$ cat config.mk
export PLATFORM = sky130hd
export DESIGN_NAME = bcd_scanner
export DESIGN_NICKNAME = d
export VERILOG_FILES = /design/src/rtl/bcd_scanner.sv
export SDC_FILE = /design/constraint.sdc
export NUM_CORES = 1
export LEC_CHECK = 0
export ABC_AREA = 1
export BUFFER_PORTS_ARGS = -buffer_cell sky130_fd_sc_hd__buf_4
export CORE_MARGIN = 4
export CORE_UTILIZATION = 35
export DETAILED_ROUTE_END_ITERATION = 16
export SLEW_MARGIN = 0
export SYNTH_ARGS = -nofsm -noshare
export SYNTH_HDL_FRONTEND = slang
export SYNTH_SLANG_ARGS = --single-unit
$ cat constraint.sdc
create_clock -name clk -period 1.9 [get_ports clk]
set_clock_uncertainty 0.05 [all_clocks]
set_input_delay 0.19 -clock clk [delete_from_list [all_inputs] [get_ports clk]]
set_output_delay 0.19 -clock clk [all_outputs]
set_load 0.02 [all_outputs]
$ cat src/rtl/bcd_scanner.sv
// Binary-to-BCD converter (sequential double-dabble) feeding a multiplexed
// common-anode seven-segment scanner; blank and overflow digits are code 4'hF.
module bcd_scanner #(
  parameter int WIDTH       = 12,
  parameter int DIGITS      = 4,
  parameter int REFRESH_DIV = 50000,
  parameter bit BLANK_LZ    = 1'b1
) (
  input  logic              clk,
  input  logic              reset_n,
  input  logic [WIDTH-1:0]  value,
  input  logic              load,
  output logic              busy,
  output logic              overflow,
  output logic [3:0]        data,
  output logic [DIGITS-1:0] digit_en
);

  localparam int BCDW = (DIGITS + 1) * 4;
  localparam int DW   = DIGITS * 4;
  localparam int CW   = $clog2(WIDTH + 1);
  localparam int PW   = (REFRESH_DIV > 2) ? $clog2(REFRESH_DIV) : 1;
  localparam int IW   = (DIGITS > 2) ? $clog2(DIGITS) : 1;

  localparam logic [CW-1:0] CNT_INIT = CW'(WIDTH);
  localparam logic [CW-1:0] CNT_LAST = CW'(1);
  localparam logic [PW-1:0] PRE_LAST = PW'(REFRESH_DIV - 1);
  localparam logic [IW-1:0] IDX_LAST = IW'(DIGITS - 1);

  typedef enum logic {IDLE = 1'b0, CONVERT = 1'b1} state_t;

  function automatic logic [BCDW-1:0] add3_all(input logic [BCDW-1:0] b);
    logic [BCDW-1:0] r;
    r = b;
    for (int i = 0; i < DIGITS + 1; i++) begin
      if (b[i*4 +: 4] >= 4'd5) r[i*4 +: 4] = b[i*4 +: 4] + 4'd3;
      else                     r[i*4 +: 4] = b[i*4 +: 4];
    end
    return r;
  endfunction

  // Digit 0 is never blanked, so a zero value still shows a single "0".
  function automatic logic [DW-1:0] blank_lz(input logic [DW-1:0] d);
    logic [DW-1:0] r;
    logic          lead;
    r    = d;
    lead = 1'b1;
    for (int i = DIGITS - 1; i > 0; i--) begin
      if (lead && (d[i*4 +: 4] == 4'h0)) r[i*4 +: 4] = 4'hF;
      else                               lead = 1'b0;
    end
    return r;
  endfunction

  state_t            state_r;
  logic              busy_r;
  logic [WIDTH-1:0]  bin_r;
  logic [BCDW-1:0]   bcd_r;
  logic [CW-1:0]     cnt_r;
  logic              spill_r;
  logic [DW-1:0]     disp_r;
  logic              ovf_r;
  logic [PW-1:0]     pre_r;
  logic [IW-1:0]     idx_r;
  logic [3:0]        data_r;
  logic [DIGITS-1:0] en_r;

  logic [BCDW-1:0]   adj_s;
  logic [BCDW-1:0]   bcd_nxt_s;
  logic [WIDTH-1:0]  bin_nxt_s;
  logic              lost_s;
  logic              commit_s;
  logic              ovf_cmt_s;
  logic [DW-1:0]     disp_cmt_s;
  logic [DW-1:0]     disp_nxt_s;
  logic              pre_wrap_s;
  logic [PW-1:0]     pre_nxt_s;
  logic [IW-1:0]     idx_nxt_s;
  logic [3:0]        data_nxt_s;
  logic [DIGITS-1:0] en_nxt_s;

  // One double-dabble step: add-3 correction then shift {BCD, bin} left.
  always_comb begin
    adj_s = add3_all(bcd_r);
    {lost_s, bcd_nxt_s, bin_nxt_s} = {adj_s, bin_r, 1'b0};
  end

  // A bit shifted out of the guard nibble is remembered so it still flags overflow.
  always_comb begin
    commit_s  = (state_r == CONVERT) && (cnt_r == CNT_LAST);
    ovf_cmt_s = spill_r | lost_s | (bcd_nxt_s[BCDW-1 -: 4] != 4'h0);
    if (ovf_cmt_s) begin
      disp_cmt_s = {DW{1'b1}};
    end else if (BLANK_LZ) begin
      disp_cmt_s = blank_lz(bcd_nxt_s[DW-1:0]);
    end else begin
      disp_cmt_s = bcd_nxt_s[DW-1:0];
    end
    if (commit_s) disp_nxt_s = disp_cmt_s;
    else          disp_nxt_s = disp_r;
  end

  // Scanner next state; data is taken from the post-commit display so a commit
  // shows up on the enabled digit in the same edge.
  always_comb begin
    pre_wrap_s = (pre_r == PRE_LAST);
    if (pre_wrap_s) begin
      pre_nxt_s = {PW{1'b0}};
      if (idx_r == IDX_LAST) idx_nxt_s = {IW{1'b0}};
      else                   idx_nxt_s = idx_r + IW'(1);
    end else begin
      pre_nxt_s = pre_r + PW'(1);
      idx_nxt_s = idx_r;
    end
    data_nxt_s = disp_nxt_s[{idx_nxt_s, 2'b00} +: 4];
    for (int i = 0; i < DIGITS; i++) begin
      en_nxt_s[i] = (idx_nxt_s != IW'(i));
    end
  end

  // Conversion FSM; a load seen while converting is simply dropped.
  always_ff @(posedge clk or negedge reset_n) begin
    if (!reset_n) begin
      state_r <= IDLE;
      busy_r  <= 1'b0;
      bin_r   <= {WIDTH{1'b0}};
      bcd_r   <= {BCDW{1'b0}};
      cnt_r   <= {CW{1'b0}};
      spill_r <= 1'b0;
    end else begin
      case (state_r)
        IDLE: begin
          if (load) begin
            bin_r   <= value;
            bcd_r   <= {BCDW{1'b0}};
            cnt_r   <= CNT_INIT;
            spill_r <= 1'b0;
            busy_r  <= 1'b1;
            state_r <= CONVERT;
          end
        end
        CONVERT: begin
          bcd_r   <= bcd_nxt_s;
          bin_r   <= bin_nxt_s;
          cnt_r   <= cnt_r - CW'(1);
          spill_r <= spill_r | lost_s;
          if (cnt_r == CNT_LAST) begin
            busy_r  <= 1'b0;
            state_r <= IDLE;
          end
        end
        default: begin
          busy_r  <= 1'b0;
          state_r <= IDLE;
        end
      endcase
    end
  end

  // Display register, prescaler and digit strobe; free-running beside the FSM.
  always_ff @(posedge clk or negedge reset_n) begin
    if (!reset_n) begin
      disp_r <= {DW{1'b1}};
      ovf_r  <= 1'b0;
      pre_r  <= {PW{1'b0}};
      idx_r  <= {IW{1'b0}};
      data_r <= 4'hF;
      en_r   <= {{(DIGITS-1){1'b1}}, 1'b0};
    end else begin
      disp_r <= disp_nxt_s;
      if (commit_s) ovf_r <= ovf_cmt_s;
      pre_r  <= pre_nxt_s;
      idx_r  <= idx_nxt_s;
      data_r <= data_nxt_s;
      en_r   <= en_nxt_s;
    end
  end

  assign busy     = busy_r;
  assign overflow = ovf_r;
  assign data     = data_r;
  assign digit_en = en_r;

endmodule
* After elaboration in Yosys (flattened, before gate mapping) *
Index checks and enable logic that the tools add are counted.

operators by class
  add/subtract/negate cells = 8
  $lt $le $gt $ge = 5
  equality and inequality tests = 8
  shifts and indexed selects = 1
  muxes and demuxes = 31
  bitwise gates (word level) = 3
  reductions and logical operators = 9

operators by type and width
  cell                                                  number
  two-way mux 16 bit                                    3
  case mux 20 bit (2 select lines)                      1
  two-way mux 4 bit                                     9
  case mux 12 bit (2 select lines)                      1
  adder 4 x 2 -> 4 bit (second input constant)          5
  >= comparator 4 x 3 -> 1 bit (second input constant)  5
  two-way mux 20 bit                                    1
  adder 16 x 1 -> 16 bit (second input constant)        1
  == test 16 bit (second input constant)                1
  indexed part select 16 x 5 -> 4 bit                   1
  zero test 4 bit                                       3
  two-way mux 12 bit                                    1
  two-way mux 1 bit                                     9
  case mux 4 bit (2 select lines)                       1
  != test 2 bit (second input constant)                 3
  case mux 1 bit (2 select lines)                       3
  == test 4 x 1 -> 1 bit (second input constant)        1
  two-way mux 2 bit                                     2
  != test 2 x 1 -> 1 bit (second input constant)        2
  nonzero test 4 bit                                    1
  subtractor 4 x 1 -> 4 bit (second input constant)     1
  logical AND 1 bit                                     3
  adder 2 x 1 -> 2 bit (second input constant)          1
  == test 2 bit (second input constant)                 1
  4 further kinds                                       5

storage, ports and cells
  register bits = 82
  input bits = 15
  output and inout bits = 10
  word-level logic and storage cells = 77

* Depth between registers and ports, before layout *
  word-level depth = 13
  gate-level depth with buffers = 16
  mapped depth without buffers = 16

* Least setup slack after synthesis *
OpenSTA, ideal clock, no wires.

  path type = reg2reg
  from = register bcd_r[16]
  to = register data_r[1] (netlist: data[1])
  setup time = 0.075 ns
  arrival time = 1.667 ns
  data required time = 1.775 ns
  setup slack = 0.108 ns
  stages on the path, launching flop included = 17
  buffers on the path = 1
  clock period less this slack = 1.792 ns
  cell sequence = dfrtp_1 -> inv_1 -> ha_1 -> inv_1 -> nand2_2 -> nand3_1 -> nand2_1 -> nand2_1 -> nor2_2 -> nand3_4 -> nor2_4 -> buf_6 -> nand2_1 -> nand3_1 -> nand2_1 -> inv_1 -> nand2_1

between the ends
  longest elaborated chain between the ends = 7
  elaborated cells on any way between the ends = 9
  those cells by class = add/sub (1); order compare (1); shift (1); mux (3); bitwise (2); reduce/logical (1)

ends and longest elaborated chain
  what                                                                         line  RTL
  start: declaration                                                           58    logic [BCDW-1:0] bcd_r;
  start signal: assignment                                                     127   bcd_r <= {BCDW{1'b0}};
  start signal: assignment                                                     135   bcd_r <= {BCDW{1'b0}};
  start signal: assignment                                                     143   bcd_r <= bcd_nxt_s;
  adder 4 x 2 -> 4 bit / >= comparator 4 x 3 -> 1 bit (equally long branches)  36    if (b[i*4 +: 4] >= 4'd5) r[i*4 +: 4] = b[i*4 +: 4] + 4'd3;
  two-way mux 4 bit (*)                                                        36
  nonzero test 4 bit / bitwise OR 1 bit (equally long branches)                91    ovf_cmt_s = spill_r | lost_s | (bcd_nxt_s[BCDW-1 -: 4] != 4'h0);
  bitwise OR 1 bit (*)                                                         91
  two-way mux 16 bit (*)                                                       92    if (ovf_cmt_s) begin
  two-way mux 16 bit (*)                                                       99    if (commit_s) disp_nxt_s = disp_cmt_s;
  indexed part select 16 x 5 -> 4 bit (*)                                      115   data_nxt_s = disp_nxt_s[{idx_nxt_s, 2'b00} +: 4];
  via data_nxt_s[1]                                                            79    logic [3:0] data_nxt_s;
  end signal: assignment                                                       174   data_r <= data_nxt_s;
  end: declaration                                                             65    logic [3:0] data_r;

Mark *: on every way through the listed nets, which the timed path passes. The rest lies on a longest branch.
A chain may end at the register's enable or synchronous reset.

* Worst setup path after layout *
  from = register bcd_r[17]
  to = register data_r[1] (netlist: data[1])

Same word-level chain as after synthesis.

==> flow_metrics.tcl <==
set metrics [dict create \
    status "finished, final reports clean" \
    synthXorXnorAreaFrac 0.00798 \
    path_buf_inv 3 \
    root_buffer "clkbuf_16" \
    hpwl_mm 6.97 \
    grt_pass1_wl_mm 17.5 \
    synth-edff-count 0 \
    synth_mux_area_frac 0 \
    port_buffers 24 \
    nets 659 \
    postSynth.asyncResetShare 1.00 \
    power.density_nw_per_um2 1620 \
    synth_seq_cells 82 \
    cp-start-kind "flip-flop" \
    holdWs_ns 0.0138 \
    slowest_stage "dfrtp_1" \
    endpoint_kind "flip-flop" \
    clk_latency_ns 0.35 \
    avgSynthCellArea_um2 8.18 \
    yosysSeqAreaShare 0.474 \
    yosys.area_share.adder 0.0399 \
    yosysMostFrequentCell "nand2_1" \
    worst_hold_path_type "in2reg" \
    routed_wl_mm 10.5 \
    cts_buffers 9 \
    io_pins 25 \
    numPlacedInstances 753 \
    drc_errors 0 \
    initial_core_util 0.361 \
    rsz0062_at_grt "yes" \
    die_x_um 120 \
    num_rows 40 \
    worstSetupPathType "reg2reg" \
    finalNonFillerCells 803 \
    utilization 0.481 \
    die_y_um 120 \
    syn_inst 537 \
    p_leak_nw 2.71 \
    ir_drop_v 0.000597 \
    yosys.area.top_type_share 0.336 \
    setup_slack_ns 0.0473 \
    max_stage_delay_ns 0.39 \
    seq_area_um2 2080 \
    path_clk_slew_ns 0.06 \
    dp_slack_ns -0.130 \
    min_period_over_period 0.975 \
    cpMostUsedCell "nand2_1" \
    antenna_found_initial 0 \
    setup_violations 0 \
    cp.arrival_ns 2.08 \
    period_needed_ns 1.85 \
    crit_path_cell_trace "inv_2 > ha_4 > inv_2 > nand2_4 > nand3_2 > nand2_1 > nand2_2 > nor2_4 > nand3_4 > nor2_4 > nand2_1 > nand3_2 > nand2_1 > inv_1 > nand2_1" \
    synthTopCellsByCount "127 x nand2_1, 72 x inv_1, 59 x dfrtp_1" \
    hold_viol_final 0 \
    multi_input_area_um2 2250 \
    yosys.cell_types.count 38 \
    overflow 0 \
    placed_area_um2 5000 \
    grt_max_degree 41 \
    tritoncts "yes" \
    slew_viol_final 0 \
    clock-sinks 82 \
    drt_iter0_drc 168 \
    syn-num-nets 566 \
    synth_ff_type "dfrtp_1" \
    ant_nets 0 \
    route.vias.total 3852 \
    worstMarginPinSlew_ns 0.419 \
    synthSimpleGateAreaFrac 0.293 \
    crit_fanout 5 \
    vias_per_cell 4.80 \
    drive_gt1_frac 0.370 \
    stdcell_area_um2 5850 \
    critPathRequiredTime_ns 2.12 \
    synth_compound_area_frac 0.109 \
    fp.coreArea_um2 12200 \
    grtUsageTotal 0.150 \
    synth_top_family_by_area "simple AND/OR/NAND/NOR gates" \
    max-cap-violations 0 \
    synth_top_cell_by_area "dfrtp_1" \
    fmax_mhz 540 \
    dr.pass1.iters 5 \
    diodes 0 \
    nFillCells 1152 \
    place.gp.congestion 0.837 \
    syn-cell-area_um2 4390 \
    synth_warnings 0 \
    post_drt_wl_per_cell_um 13.1 \
    synth.area.top_cells "dfrtp_1 34%, dfstp_2 14%, nand2_1 11%" \
    synthToLayoutAreaGrowth_pct 33.2 \
    dieArea_um2 14400 \
    critPathTopFamily "simple AND/OR/NAND/NOR gates" \
    cts_buffer_depth 2 \
    cts.htree.levels 3 \
    slew_headroom 0.720 \
    grt_pass1_vias 3765 \
]
report_power, final:
group | internal [mW] | switching, mW
logic | 2.07 | 2.81
registers | 2.47 | 0.346
clock network | 1.08 | 0.701
registers in the layout (all words and copies together), names as in the netlist:
signal / cells
bcd_r: 20
idx_r: 2
busy: 1
data: 4
state_r: 1
bin_r: 12
overflow: 1
cnt_r: 4
disp_r: 16
pre_r: 16
spill_r: 1
digit_en: 4
area by class of cell:
class                      instances  share of cell area
clock inverter                     5             0.00898
multi-input combinational        370               0.385
sequential                        82               0.356
timing repair buffer              90               0.122
inverter                          77              0.0494
clock buffer                      11              0.0432
tap                              168              0.0359
worst register-to-register path: stages, from the launching register on:
cell and delay [ns]:
dfrtp_1 0.39, inv_2 0.10, ha_4 0.14, inv_2 0.04
nand2_4 0.07, nand3_2 0.07, nand2_1 0.09, nand2_2 0.07
nor2_4 0.14, nand3_4 0.15, nor2_4 0.19, nand2_1 0.09
nand3_2 0.07, nand2_1 0.05, inv_1 0.04, nand2_1 0.04
metal layers:
metal,track usage,up-vias,part of all wire
li1,-,1929,-
met2,0.244,64,0.49
met5,0,-,0
met4,0.0630,0,0.022
met1,0.190,1838,0.45
met3,0.0382,21,0.040
through the flow:
stage               power [mW]  setup TNS (ns)
floorplan                 5.33               0
global route              10.3          -0.560
finish                    9.48               0
CTS                       8.99        -0.00342
global placement          6.64          -0.108
detailed placement        6.75          -0.483
path summary, 6_finish.rpt:
kind	startpoint	depth (start not counted)	to	slack, ns
min reg2reg	bin_r[8]	2	bin_r[8]	0.44
min	value[0]	3	bin_r[0]	0.01
max	bcd_r[17]	15	data[1]	0.05
min in group asynchronous	reset_n	2	pre_r[5]	0.24
max reg2reg	bcd_r[17]	15	data[1]	0.05
max in group asynchronous	reset_n	3	disp_r[9]	0.91
cell usage in the layout (no fill, tap or decap), types with 5 or more instances in the layout:
master           n
nor2_2          15
nand3_1         27
o22ai_1         14
inv_2           15
a21boi_0         8
or2_2           14
nor2_4          10
clkbuf_16        9
dfstp_2         23
dlygate4sd3_1    8
nand3_2         13
o211ai_1         5
a21oi_1         10
ha_1             7
buf_4           80
nand4_1         13
nor2_1          33
o21ai_0         23
o21ai_1          5
nand2_2         26
nand2_1        108
inv_1           60
dfrtp_1         59
kinds of logic after synthesis:
group                      after synthesis
and+or+nand+nor                        272
buffers and inverters                   87
DFF                                     82
AOI/OAI and AO/OA                       78
adders and majority gates               14
xor gates and xnor gates                 4
timing repair:
action / CTS / global route
buffers inserted: 7 / 17
pin swaps: 7 / 26
hold buffers: 8 / 0
hold endpoints to repair: 30 / 0
gates cloned: 2 / 0
setup endpoints to repair: 8 / 22
gates resized for setup: 23 / 60
(Power assumes the default switching activity.)
